**src/rtl/button_conditioner_pkg.sv**
```systemverilog
// Shared types and constants for the pushbutton conditioner.
package button_conditioner_pkg;

  typedef enum logic [1:0] {
    ST_HOLD  = 2'd0,
    ST_COUNT = 2'd1,
    ST_RUN   = 2'd2
  } rst_state_e;

  localparam int unsigned DEBOUNCE_CYCLES_DEF = 250000;

  // Width needed to hold values up to max_val (at least one bit).
  function automatic int unsigned cnt_width(input int unsigned max_val);
    return (max_val < 2) ? 1 : $clog2(max_val + 1);
  endfunction

endpackage

```
**src/rtl/button_conditioner_if.sv**
```systemverilog
// Button pin / conditioned-event bundle between the board pins and the SoC.
interface button_conditioner_if #(
  parameter int unsigned NUM_BTN = 4
);
  logic [NUM_BTN-1:0] btn_raw;
  logic [NUM_BTN-1:0] btn_level;
  logic [NUM_BTN-1:0] btn_press;
  logic [NUM_BTN-1:0] btn_release;
  logic               cpu_resetn;

  modport master (
    output btn_raw,
    input  btn_level, btn_press, btn_release, cpu_resetn
  );

  modport slave (
    input  btn_raw,
    output btn_level, btn_press, btn_release, cpu_resetn
  );
endinterface

```
**src/rtl/button_conditioner_btn_debounce_ch.sv**
```systemverilog
// One button channel: polarity fix, 2-FF synchronizer, stable-count debounce, edge pulses.
module btn_debounce_ch
  import button_conditioner_pkg::*;
#(
  parameter int unsigned DEBOUNCE_CYCLES = DEBOUNCE_CYCLES_DEF,
  parameter logic        ACTIVE_LOW      = 1'b0
) (
  input  logic clk_i,
  input  logic rst_i,
  input  logic btn_raw_i,
  output logic level_o,
  output logic press_o,
  output logic release_o
);

  localparam int unsigned   CW       = cnt_width(DEBOUNCE_CYCLES);
  localparam logic [CW-1:0] CNT_LAST = CW'(DEBOUNCE_CYCLES - 1);

  logic          s1_q, s2_q;
  logic [CW-1:0] cnt_q, cnt_d;
  logic          level_q, level_d;
  logic          press_q, press_d;
  logic          release_q, release_d;

  // Any cycle where the synchronized input agrees with the level restarts the count.
  always_comb begin
    cnt_d     = cnt_q;
    level_d   = level_q;
    press_d   = 1'b0;
    release_d = 1'b0;
    if (s2_q == level_q) begin
      cnt_d = '0;
    end else if (cnt_q == CNT_LAST) begin
      cnt_d     = '0;
      level_d   = s2_q;
      press_d   = s2_q;
      release_d = ~s2_q;
    end else begin
      cnt_d = cnt_q + CW'(1);
    end
  end

  always_ff @(posedge clk_i or posedge rst_i) begin
    if (rst_i) begin
      s1_q      <= 1'b0;
      s2_q      <= 1'b0;
      cnt_q     <= '0;
      level_q   <= 1'b0;
      press_q   <= 1'b0;
      release_q <= 1'b0;
    end else begin
      s1_q      <= btn_raw_i ^ ACTIVE_LOW;
      s2_q      <= s1_q;
      cnt_q     <= cnt_d;
      level_q   <= level_d;
      press_q   <= press_d;
      release_q <= release_d;
    end
  end

  assign level_o   = level_q;
  assign press_o   = press_q;
  assign release_o = release_q;

endmodule

```
**src/rtl/button_conditioner.sv**
```systemverilog
// Debounces the board pushbuttons and stretches the reset button into cpu_resetn.
module button_conditioner
  import button_conditioner_pkg::*;
#(
  parameter int unsigned        NUM_BTN         = 4,
  parameter logic [NUM_BTN-1:0] ACTIVE_LOW_MASK = 4'b0001,
  parameter int unsigned        DEBOUNCE_CYCLES = DEBOUNCE_CYCLES_DEF,
  parameter int unsigned        RST_BTN         = 0,
  parameter int unsigned        RST_HOLD        = 16
) (
  input  logic                 clk,
  input  logic                 reset,
  button_conditioner_if.slave  bus_if
);

  localparam int unsigned   RW      = cnt_width(RST_HOLD);
  localparam logic [RW-1:0] RC_LAST = RW'(RST_HOLD - 1);

  logic [NUM_BTN-1:0] level_w, press_w, release_w;

  for (genvar g = 0; g < NUM_BTN; g++) begin : g_ch
    btn_debounce_ch #(
      .DEBOUNCE_CYCLES (DEBOUNCE_CYCLES),
      .ACTIVE_LOW      (ACTIVE_LOW_MASK[g])
    ) u_ch (
      .clk_i     (clk),
      .rst_i     (reset),
      .btn_raw_i (bus_if.btn_raw[g]),
      .level_o   (level_w[g]),
      .press_o   (press_w[g]),
      .release_o (release_w[g])
    );
  end

  rst_state_e    state_q;
  logic [RW-1:0] rc_q;
  logic          resetn_q;
  logic          rst_btn;

  assign rst_btn = level_w[RST_BTN];

  // cpu_resetn is updated together with the state so it only rises on entry to RUN.
  always_ff @(posedge clk or posedge reset) begin
    if (reset) begin
      state_q  <= ST_HOLD;
      rc_q     <= '0;
      resetn_q <= 1'b0;
    end else begin
      case (state_q)
        ST_HOLD: begin
          rc_q     <= '0;
          resetn_q <= 1'b0;
          if (!rst_btn) state_q <= ST_COUNT;
        end
        ST_COUNT: begin
          if (rst_btn) begin
            state_q  <= ST_HOLD;
            rc_q     <= '0;
            resetn_q <= 1'b0;
          end else if (rc_q == RC_LAST) begin
            state_q  <= ST_RUN;
            resetn_q <= 1'b1;
          end else begin
            rc_q <= rc_q + RW'(1);
          end
        end
        ST_RUN: begin
          if (rst_btn) begin
            state_q  <= ST_HOLD;
            rc_q     <= '0;
            resetn_q <= 1'b0;
          end
        end
        default: begin
          state_q  <= ST_HOLD;
          rc_q     <= '0;
          resetn_q <= 1'b0;
        end
      endcase
    end
  end

  assign bus_if.btn_level   = level_w;
  assign bus_if.btn_press   = press_w;
  assign bus_if.btn_release = release_w;
  assign bus_if.cpu_resetn  = resetn_q;

endmodule

```
**src/flat_wrapper.sv**
```systemverilog
// flat-port wrapper written by rule: the top's interface ports become plain ports
module button_conditioner_flat import button_conditioner_pkg::*;
#(
  parameter int unsigned        NUM_BTN         = 4,
  parameter logic [NUM_BTN-1:0] ACTIVE_LOW_MASK = 4'b0001,
  parameter int unsigned        DEBOUNCE_CYCLES = DEBOUNCE_CYCLES_DEF,
  parameter int unsigned        RST_BTN         = 0,
  parameter int unsigned        RST_HOLD        = 16
)
  (clk, reset, bus_if_btn_raw, bus_if_btn_level, bus_if_btn_press, bus_if_btn_release, bus_if_cpu_resetn);
  button_conditioner_if #(.NUM_BTN(NUM_BTN)) bus_if_i ();
  input  logic clk;
  input  logic reset;
  input wire logic [$bits(bus_if_i.btn_raw)-1:0] bus_if_btn_raw;
  output wire logic [$bits(bus_if_i.btn_level)-1:0] bus_if_btn_level;
  output wire logic [$bits(bus_if_i.btn_press)-1:0] bus_if_btn_press;
  output wire logic [$bits(bus_if_i.btn_release)-1:0] bus_if_btn_release;
  output wire logic [$bits(bus_if_i.cpu_resetn)-1:0] bus_if_cpu_resetn;
  assign bus_if_i.btn_raw = bus_if_btn_raw;
  assign bus_if_btn_level = bus_if_i.btn_level;
  assign bus_if_btn_press = bus_if_i.btn_press;
  assign bus_if_btn_release = bus_if_i.btn_release;
  assign bus_if_cpu_resetn = bus_if_i.cpu_resetn;
  button_conditioner #(.NUM_BTN(NUM_BTN), .ACTIVE_LOW_MASK(ACTIVE_LOW_MASK), .DEBOUNCE_CYCLES(DEBOUNCE_CYCLES), .RST_BTN(RST_BTN), .RST_HOLD(RST_HOLD)) u_core (.clk(clk), .reset(reset), .bus_if(bus_if_i));
endmodule
```
**config.mk**
```make
export PLATFORM = sky130hd
export DESIGN_NAME = button_conditioner_flat
export DESIGN_NICKNAME = d
export VERILOG_FILES = /design/src/rtl/button_conditioner_pkg.sv /design/src/rtl/button_conditioner_if.sv /design/src/rtl/button_conditioner_btn_debounce_ch.sv /design/src/rtl/button_conditioner.sv /design/src/flat_wrapper.sv
export SDC_FILE = /design/constraint.sdc
export NUM_CORES = 1
export LEC_CHECK = 0
export CAP_MARGIN = 20
export CORE_MARGIN = 5
export CORE_UTILIZATION = 45
export DETAILED_ROUTE_END_ITERATION = 8
export HOLD_SLACK_MARGIN = 0.06
export PLACE_DENSITY = 0.59
export SETUP_SLACK_MARGIN = 0.4
export SLEW_MARGIN = 20
export SYNTH_ARGS = -nofsm -noshare
export SYNTH_HDL_FRONTEND = slang
export SYNTH_SLANG_ARGS = --single-unit
```
**constraint.sdc**
```tcl
create_clock -name clk -period 7 [get_ports clk]
set_input_delay 1.05 -clock clk [delete_from_list [all_inputs] [get_ports clk]]
set_output_delay 1.05 -clock clk [all_outputs]
set_load 0.005 [all_outputs]
```
==> impl_metrics.json <==
{
  "outcome": "finished clean",
  "clk_pin_slew_worst_paths_ns": 0.09,
  "synth_area_leader_cell": "dfrtp_1",
  "holdBufCountCts": 0,
  "cp-end-kind": "output port",
  "crit_required_ns": 5.95,
  "rsz0062_at_grt": "false",
  "syn_area_um2": 4775,
  "die-area_um2": 12770,
  "drt-initial-drc-count": 202,
  "ir_drop_mv": 0.1602,
  "postCtsSetupBuffers": 0,
  "drc_errors": 0,
  "cts_sinks": 100,
  "die_x_um": 113.0,
  "grt_pass1_vias": 3203,
  "drive_gt1_share_pct": 8.000,
  "period_share_pct": 37.13,
  "synth_edf_count": 0,
  "synth.most_common_cell": "dfrtp_1",
  "avgSynthCellArea_um2": 10.45,
  "slew-limit-headroom_pct": 34.72,
  "cpLargestDelayFamily": "flip-flops",
  "synth_compound_area_share_pct": 5.556,
  "ios": 19,
  "synth-main-ff-cell": "dfrtp_1",
  "cellPowerDensity_nw_per_um2": 196.5,
  "area_growth_pct": 9.984,
  "place.detailed.instances": 595,
  "final_nets": 482,
  "synthTopCellsByArea": "dfrtp_1 (52%), xnor2_1 (8.4%), nor2_1 (5.8%)",
  "ys_warn_count": 0,
  "fin_tns_setup_ns": 0,
  "netlist.area_leader.share_pct": 52.41,
  "cap_violations": 0,
  "grt.overflow.total": 0,
  "rows": 37,
  "numCtsBuffers": 9,
  "cp_slowest_stage_delay_ns": 0.59,
  "timing.final.crit_period_ns": 2.599,
  "hold_violations": 0,
  "synth_simple_gate_area_share_pct": 25.31,
  "slew_viol_final": 0,
  "holdPathStages": 0,
  "cp_max_fo": 13,
  "clock_skew_ns": 0.008821,
  "wire_per_inst_um": 13.93,
  "leakagePower_nw": 2.073,
  "grt_max_degree": 54,
  "cp_cell_sequence": "clkdlybuf4s50_1",
  "final_cells": 611,
  "via_per_inst": 5.332,
  "path_depth": 1,
  "syn-num-nets": 469,
  "place_congestion": 0.7897,
  "vias": 3258,
  "detail_route.first_pass.iterations": 4,
  "synthAdderAreaFrac_pct": 1.572,
  "syn-instance-count": 457,
  "dieHeight_um": 113.0,
  "synth_seq_area_share_pct": 52.41,
  "synth_mux_area_share_pct": 1.022,
  "worst_pin_slew_ns": 0.9759,
  "crit_path_start_kind": "register",
  "drt_wl_total_um": 8513,
  "finalSetupViolations": 0,
  "critical_path_class": "register to output port",
  "io_buffers": 18,
  "stdcell_area_um2": 5251,
  "synthTopCellsByCount": "dfrtp_1 (100), nor2_1 (74), xnor2_1 (46)",
  "antenna_cells": 0,
  "fin_hold_ws_ns": 0.3542,
  "ys_ff_latch": 100,
  "synth.distinct_cells": 45,
  "slowest_stage": "dfrtp_1",
  "ant_nets": 0,
  "root_buffer": "clkbuf_8",
  "cts_htree_levels": 3,
  "antenna_found_initial": 0,
  "core_region_area_um2": 10320,
  "cts_resized": 0,
  "grt_usage_pct": 14.44,
  "dp_hpwl_um": 5699,
  "async_flop_share_pct": 100.0,
  "critPathBufInv": 1,
  "clk_path_buf_depth": 2,
  "fmax_ghz": 0.3847,
  "grt_pass1_wl_um": 15100,
  "cts_tree": "built",
  "synth_top_family_by_area": "simple AND/OR/NAND/NOR gates",
  "synth_xor_area_share_pct": 10.64,
  "r2r_cells": 4,
  "start_util_pct": 46.25,
  "cp.arrival_ns": 1.55,
  "min_path_type": "register to register",
  "place_area_um2": 5025,
  "clock_latency_ns": 0.37
}
-- layout make-up --
class | instances | area (um2)
clock buffers | 9 | 123.9
clock inverters | 7 | 98.84
fillers | 947 | 5072
inverters | 14 | 55.05
multi-input cells | 326 | 2113
flip-flops and latches | 100 | 2502
well taps | 136 | 170.2
repair buffers | 19 | 187.7
-- flip-flops by register name, indices dropped and copies added (netlist names) --
name	count
u_core.bus_if.cpu_resetn	1
u_core.g_ch.u_ch.cnt_q	72
u_core.g_ch.u_ch.level_o	4
u_core.g_ch.u_ch.press_o	4
u_core.g_ch.u_ch.release_o	4
u_core.g_ch.u_ch.s1_q	4
u_core.g_ch.u_ch.s2_q	4
u_core.rc_q	5
u_core.state_q	2
-- per-layer routing --
metal  vias to the layer above  global-route usage (%)  share of wire [%]
met2                        46                   23.10                 47
met3                         6                   4.706                3.8
met1                      1576                   18.89                 49
met5                         -                       0                  0
met4                         0                   4.087               0.80
li1                       1630                       -                  -
-- path summary, 6_finish.rpt --
check                                               end  slack [ns]                     startpoint
max                                 bus_if_btn_level[0]        4.40    u_core.g_ch[0].u_ch.level_o
min                            u_core.g_ch[3].u_ch.s2_q        0.35       u_core.g_ch[3].u_ch.s1_q
max reg2reg                u_core.g_ch[0].u_ch.cnt_q[4]        4.87  u_core.g_ch[0].u_ch.cnt_q[10]
min reg2reg                    u_core.g_ch[3].u_ch.s2_q        0.35       u_core.g_ch[3].u_ch.s1_q
max in group asynchronous   u_core.g_ch[3].u_ch.press_o        4.84                          reset
min in group asynchronous      u_core.g_ch[1].u_ch.s1_q        1.10                          reset
-- metrics by stage --
stage	setup slack, ns	utilization (%)	total power [mW]
5_1_grt	4.264	50.87	1.084
2_1_floorplan	3.331	-	0.6268
6_report	4.401	50.87	1.032
3_3_place_gp	4.357	48.64	0.6380
4_1_cts	4.355	50.83	1.054
3_5_place_dp	4.354	48.67	0.6389
-- worst reg2reg max path: cells and delay by family, from the launching register on --
kind / cells / cell delay (ns)
compound gates: 1 / 0.92
simple gates: 3 / 0.61
flops: 1 / 0.45
-- cell families (layout without fill, tap and decap cells) --
group                      after synthesis  in the layout
and+or+nand+nor                        222            222
DFF                                    100            100
xor gates and xnor gates                58             58
AOI/OAI and AO/OA                       36             36
buffers and inverters                   31             49
adders and majority gates                6              6
muxes                                    4              4
-- report_power, final --
| part | internal [mW] | switching (mW) | leakage (nW) | total (mW) |
|---|---|---|---|---|
| clock network | 0.203 | 0.203 | 0.110 | 0.406 |
| logic | 0.0105 | 0.0233 | 0.626 | 0.0338 |
| registers | 0.585 | 0.00732 | 1.34 | 0.592 |
| total | 0.799 | 0.234 | 2.07 | 1.03 |
-- cell usage in the layout, fill, tap and decap left out, drive strengths merged, types with 10 or more instances in the layout --
master,netlist,final
a21oi,15,15
nor4,17,17
nand4,23,23
xnor2,46,46
clkdlybuf4s50,0,18
and3,10,10
nand2,22,22
nor2,74,74
dfrtp,100,100
xor2,12,12
nor3,15,15
nand3,23,23
inv,14,15
(Power assumes the default switching activity.)
